File: config.mk
export PLATFORM = sky130hd
export DESIGN_NAME = lc3b_ctrl_seq
export DESIGN_NICKNAME = d
export VERILOG_FILES = /design/src/rtl/lc3b_ctrl_seq.sv
export SDC_FILE = /design/constraint.sdc
export NUM_CORES = 1
export LEC_CHECK = 0
export CORE_MARGIN = 8
export CORE_UTILIZATION = 34
export DETAILED_ROUTE_END_ITERATION = 10
export GPL_TIMING_DRIVEN = 0
export HOLD_SLACK_MARGIN = 0.05
export PLACE_DENSITY_LB_ADDON = 0.1
export SYNTH_ARGS = -nofsm -noshare
export SYNTH_HDL_FRONTEND = slang
export SYNTH_SLANG_ARGS = --single-unit
File: constraint.sdc
create_clock -name clk -period 1.4 [get_ports clk]
set_input_delay 0.21 -clock clk [delete_from_list [all_inputs] [get_ports clk]]
set_output_delay 0.21 -clock clk [all_outputs]
set_load 0.01 [all_outputs]
File: src/rtl/lc3b_ctrl_seq.sv
// lc3b_ctrl_seq: multi-cycle LC-3b microsequencer with variable-latency memory handshake.
// Define CTRL_MEMTMO_EN to enable the memory-wait timeout that halts and sets mem_err.
module lc3b_ctrl_seq #(
    parameter int IR_W = 16,
    parameter int ALUOP_W = 2,
    parameter int MEM_WAIT_MAX = 15
) (
    input  logic               clk,
    input  logic               reset,
    input  logic [IR_W-1:0]    IR,
    input  logic               N,
    input  logic               Z,
    input  logic               P,
    input  logic               R,
    output logic [ALUOP_W-1:0] aluop,
    output logic               LDCC,
    output logic               LDIR,
    output logic               LDREG,
    output logic               LDPC,
    output logic               LDMAR,
    output logic               LDMDR,
    output logic               MEMEN,
    output logic               MEMWE,
    output logic [1:0]         PCMUX,
    output logic               halt,
    output logic               illegal,
    output logic               mem_err,
    output logic [3:0]         state
);
    localparam logic [3:0] S_IDLE   = 4'd0;
    localparam logic [3:0] S_F_MAR  = 4'd1;
    localparam logic [3:0] S_F_MEM  = 4'd2;
    localparam logic [3:0] S_F_IR   = 4'd3;
    localparam logic [3:0] S_DECODE = 4'd4;
    localparam logic [3:0] S_ALU    = 4'd5;
    localparam logic [3:0] S_BR     = 4'd6;
    localparam logic [3:0] S_JMP    = 4'd7;
    localparam logic [3:0] S_LEA    = 4'd8;
    localparam logic [3:0] S_LD_MAR = 4'd9;
    localparam logic [3:0] S_LD_MEM = 4'd10;
    localparam logic [3:0] S_LD_REG = 4'd11;
    localparam logic [3:0] S_ST_MAR = 4'd12;
    localparam logic [3:0] S_ST_MDR = 4'd13;
    localparam logic [3:0] S_ST_MEM = 4'd14;
    localparam logic [3:0] S_HALT   = 4'd15;

    if (MEM_WAIT_MAX < 1 || MEM_WAIT_MAX > 255) begin : g_bad_param
        $error("MEM_WAIT_MAX out of range 1..255");
    end

    logic [3:0] st, nxt, dec;
    logic       legal, mem_wait, timeout, unused_ir;
    logic [3:0] opcode;
    logic [2:0] nzp;

    assign opcode    = IR[IR_W-1 -: 4];
    assign nzp       = IR[IR_W-5 -: 3];
    assign unused_ir = ^IR[IR_W-8:0];
    assign mem_wait  = st == S_F_MEM || st == S_LD_MEM || st == S_ST_MEM;
    assign state     = st;

`ifdef CTRL_MEMTMO_EN
    logic [7:0] cnt;
    logic       err;
    // The wait states are never back to back, so clearing outside them covers "clear on entry".
    assign timeout = mem_wait && !R && cnt == 8'(MEM_WAIT_MAX - 1);
    assign mem_err = err;
    always_ff @(posedge clk) begin
        if (reset) begin
            cnt <= 8'd0;
            err <= 1'b0;
        end else begin
            cnt <= (mem_wait && !R) ? cnt + 8'd1 : 8'd0;
            err <= err | timeout;
        end
    end
`else
    assign timeout = 1'b0;
    assign mem_err = 1'b0;
`endif

    always_comb begin
        dec   = S_F_MAR;
        legal = 1'b1;
        case (opcode)
            4'b0001, 4'b0101, 4'b1001: dec = S_ALU;
            4'b0000: dec = S_BR;
            4'b1100: dec = S_JMP;
            4'b1110: dec = S_LEA;
            4'b0110: dec = S_LD_MAR;
            4'b0111: dec = S_ST_MAR;
            4'b1111: dec = S_HALT;
            default: legal = 1'b0;
        endcase
    end

    always_comb begin
        nxt = S_F_MAR;
        case (st)
            S_F_MAR:  nxt = S_F_MEM;
            S_F_MEM:  nxt = timeout ? S_HALT : R ? S_F_IR : S_F_MEM;
            S_F_IR:   nxt = S_DECODE;
            S_DECODE: nxt = dec;
            S_LD_MAR: nxt = S_LD_MEM;
            S_LD_MEM: nxt = timeout ? S_HALT : R ? S_LD_REG : S_LD_MEM;
            S_ST_MAR: nxt = S_ST_MDR;
            S_ST_MDR: nxt = S_ST_MEM;
            S_ST_MEM: nxt = timeout ? S_HALT : R ? S_F_MAR : S_ST_MEM;
            S_HALT:   nxt = S_HALT;
            default:  nxt = S_F_MAR;
        endcase
    end

    always_ff @(posedge clk) begin
        if (reset) st <= S_IDLE;
        else st <= nxt;
    end

    assign aluop   = st == S_ALU ? (opcode == 4'b0001 ? ALUOP_W'(0) : opcode == 4'b0101 ? ALUOP_W'(1) : ALUOP_W'(2))
                   : (st == S_LEA || st == S_LD_REG || st == S_ST_MDR) ? ALUOP_W'(3) : ALUOP_W'(0);
    assign LDCC    = st == S_ALU || st == S_LD_REG;
    assign LDIR    = st == S_F_IR;
    assign LDREG   = st == S_ALU || st == S_LEA || st == S_LD_REG;
    assign LDPC    = st == S_F_MAR || st == S_JMP || (st == S_BR && |(nzp & {N, Z, P}));
    assign LDMAR   = st == S_F_MAR || st == S_LD_MAR || st == S_ST_MAR;
    assign LDMDR   = st == S_F_MEM || st == S_LD_MEM || st == S_ST_MDR;
    assign MEMEN   = mem_wait;
    assign MEMWE   = st == S_ST_MEM;
    assign PCMUX   = st == S_BR ? 2'd1 : st == S_JMP ? 2'd2 : 2'd0;
    assign halt    = st == S_HALT;
    assign illegal = st == S_DECODE && !legal;
endmodule

==> results of run 1 <==
==> per-stage QoR <==
| stage | setup slack, ns | instances | utilization (%) | cell area [um^2] |
|---|---|---|---|---|
| detailed placement | -0.497 | 134 | 51.9 | 867 |
| CTS | -0.216 | 145 | 59.1 | 987 |
| floorplan | 0.0659 | 91 | - | 586 |
| global route | -0.270 | 152 | 66.8 | 1120 |
| global placement | -0.498 | 134 | 51.9 | 867 |
| finish | -0.216 | 152 | 66.8 | 1120 |
==> power breakdown <==
part | total [uW] | switching (uW) | internal, uW
sequential | 123 | 7.32 | 115
combinational | 202 | 101 | 100
clock | 140 | 44.1 | 95.7
==> what timing repair did <==
item,in CTS,in global routing
resized for setup,86,29
pin swaps,6,8
setup endpoints to repair,17,17
setup buffers,8,8
==> worst max-delay path, stage by stage (launching register included) <==
cell	delay, ns
dfxtp_4	0.35
buf_6	0.13
and3b_2	0.22
o21a_1	0.20
a21o_1	0.17
buf_6	0.12
==> layer usage <==
metal  vias up  GRT usage [%]
li1        417              -
met1       423           15.7
met2        51           23.0
met3         7           4.04
met4         0           4.64
met5         -              0
==> cell type report <==
| class | instances | area [um^2] | area share, % |
|---|---|---|---|
| timing repair buffer | 42 | 334 | 29.9 |
| multi-input combinational | 73 | 556 | 49.8 |
| buffer | 9 | 72.6 | 6.50 |
| sequential | 4 | 92.6 | 8.30 |
| clock buffer | 3 | 22.5 | 2.02 |
| inverter | 4 | 17.5 | 1.57 |
| tap | 17 | 21.3 | 1.91 |
==> logic make-up (layout without fill, tap and decap cells) <==
logic type / after synthesis / in the layout / synth area share [%]
simple gates: 39 / 39 / 34.4
compound gates: 30 / 30 / 34.8
buf+inv: 14 / 58 / 11.5
flops: 4 / 4 / 13.7
xor+xnor: 2 / 2 / 2.99
other cells: 1 / 1 / 0.640
mux: 1 / 1 / 1.92
==> worst paths after layout <==
kind | start | end | depth (start not counted)
hold reg to reg | state[3] | state[2] | 4
hold / removal | IR[13] | state[1] | 4
setup / recovery | state[3] | LDREG | 5
setup reg to reg | state[0] | state[0] | 4
==> cells in the final DEF (no fill, tap or decap), types with 2 or more instances in the layout <==
cell	instances
a21oi_1	3
a21oi_2	2
a31oi_1	6
buf_2	12
buf_4	15
buf_6	6
clkbuf_1	3
clkbuf_4	3
clkdlybuf4s50_1	5
dfxtp_4	3
dlygate4sd2_1	6
inv_1	2
nand2_1	5
nand2b_4	4
nor2_1	10
nor2_2	3
o21ai_0	2
xor2_1	2
==> out/metrics.cfg, run 1 <==
[timing]
slew_violations=0
fmax_mhz=619
skew_ns=0.000302
setup_slack_ns=-0.216
period_needed_ns=1.62
finalHoldViolCount=0
tns_ns=-1.29
setup_viol=11
fin_hold_ws_ns=0.467
rsz0062_at_grt=true
post-route-period-util_pct=115

[job]
timing.max_cap.violations=0

[routing]
firstDrtPassIters=4
wl_per_cell_um=16.5
drt-total-wl_um=2510
drc_errors=0
highest_layer=met4
wl_met2_um=1290
drt_iter0_drc=29
detail_route.vias_per_cell=5.91
via_count=898
wl_met1_um=979
antenna_left=0
dr_wl_met3_um=198

[setup_path]
start_kind=register
critPathMaxFanout=6
r2r_slack_ns=-0.06
setup.worst_path.end_class=primary output
arrival_ns=1.41
required_ns=1.19
crit_type=reg2out

[yosys]
synth-seq-cells=4
synth.area.top_cells=dfxtp_1 (14%), nor2_1 (8.3%), a31oi_1 (7.5%)
ys_seq_area_share_pct=13.7
syn_avg_cell_area_um2=6.43
synth_top_area_cell=dfxtp_1
synthTopCellsByCount=nor2_1 (13), a31oi_1 (7), nand2_1 (7)
async_reset_ff_share_pct=0
ys_types=42
yosysWarnings=0
syn-num-nets=113
synth_enable_flop_cells=0
syn_inst=91
yosysMostFrequentCell=nor2_1
ys.flop_type=dfxtp_1
synth_top_area_share_pct=13.7
synth_area_um2=586

[placement]
place_congestion=0.836
hpwlAfterDp_um=1470
port_buffers=26

[cells_and_area]
largest_register_ffs=4
drive_above_1_share_pct=51.1
fin_nets=159
area_delta_synth_final_pct=90.6
fillers=148
diodes=0

[clock_tree]
clockBufferDepth=2
cts.clk_slew.worst_paths_ns=0.04
cts_made_buffers=3
clock_sinks=4
cts_tree=yes
clkLatencyLatePin_ns=0.23
root_buffer=clkbuf_4
postCtsHoldBufs=0
htree_levels=1

[pwr]
vdd_drop_max_mv=0.496
power_uw=464
leakagePower_uw=0.000531
power.density_nw_per_um2=416

[floorplanning]
die_area_um2=3310
core.rowCount=15
initial_core_util_pct=35.1
die_width_um=57.5
coreArea_um2=1670
io-pin-count=41
die_y_um=57.5

[global_route]
antenna_found_initial=0
grt_pass1_wl_um=3730
grt_pass1_vias=783
grt-ovfl-total=0
track_usage_pct=13.6
grt_max_degree=11

[outcome]
failed_checks=negative setup slack
status=finished, violations left

[hold_path]
hp-class=in2reg

(Power assumes the default switching activity.)
==> run 2, diff against run 1 <==
--- a/config.mk
+++ b/config.mk
@@ -11,6 +11,7 @@
 export GPL_TIMING_DRIVEN = 0
 export HOLD_SLACK_MARGIN = 0.05
 export PLACE_DENSITY_LB_ADDON = 0.1
+export RECOVER_POWER = 50
 export SYNTH_ARGS = -nofsm -noshare
 export SYNTH_HDL_FRONTEND = slang
 export SYNTH_SLANG_ARGS = --single-unit
==> results of run 2 <==
No change in the layout: final DEF, timing and power equal those of run 1.
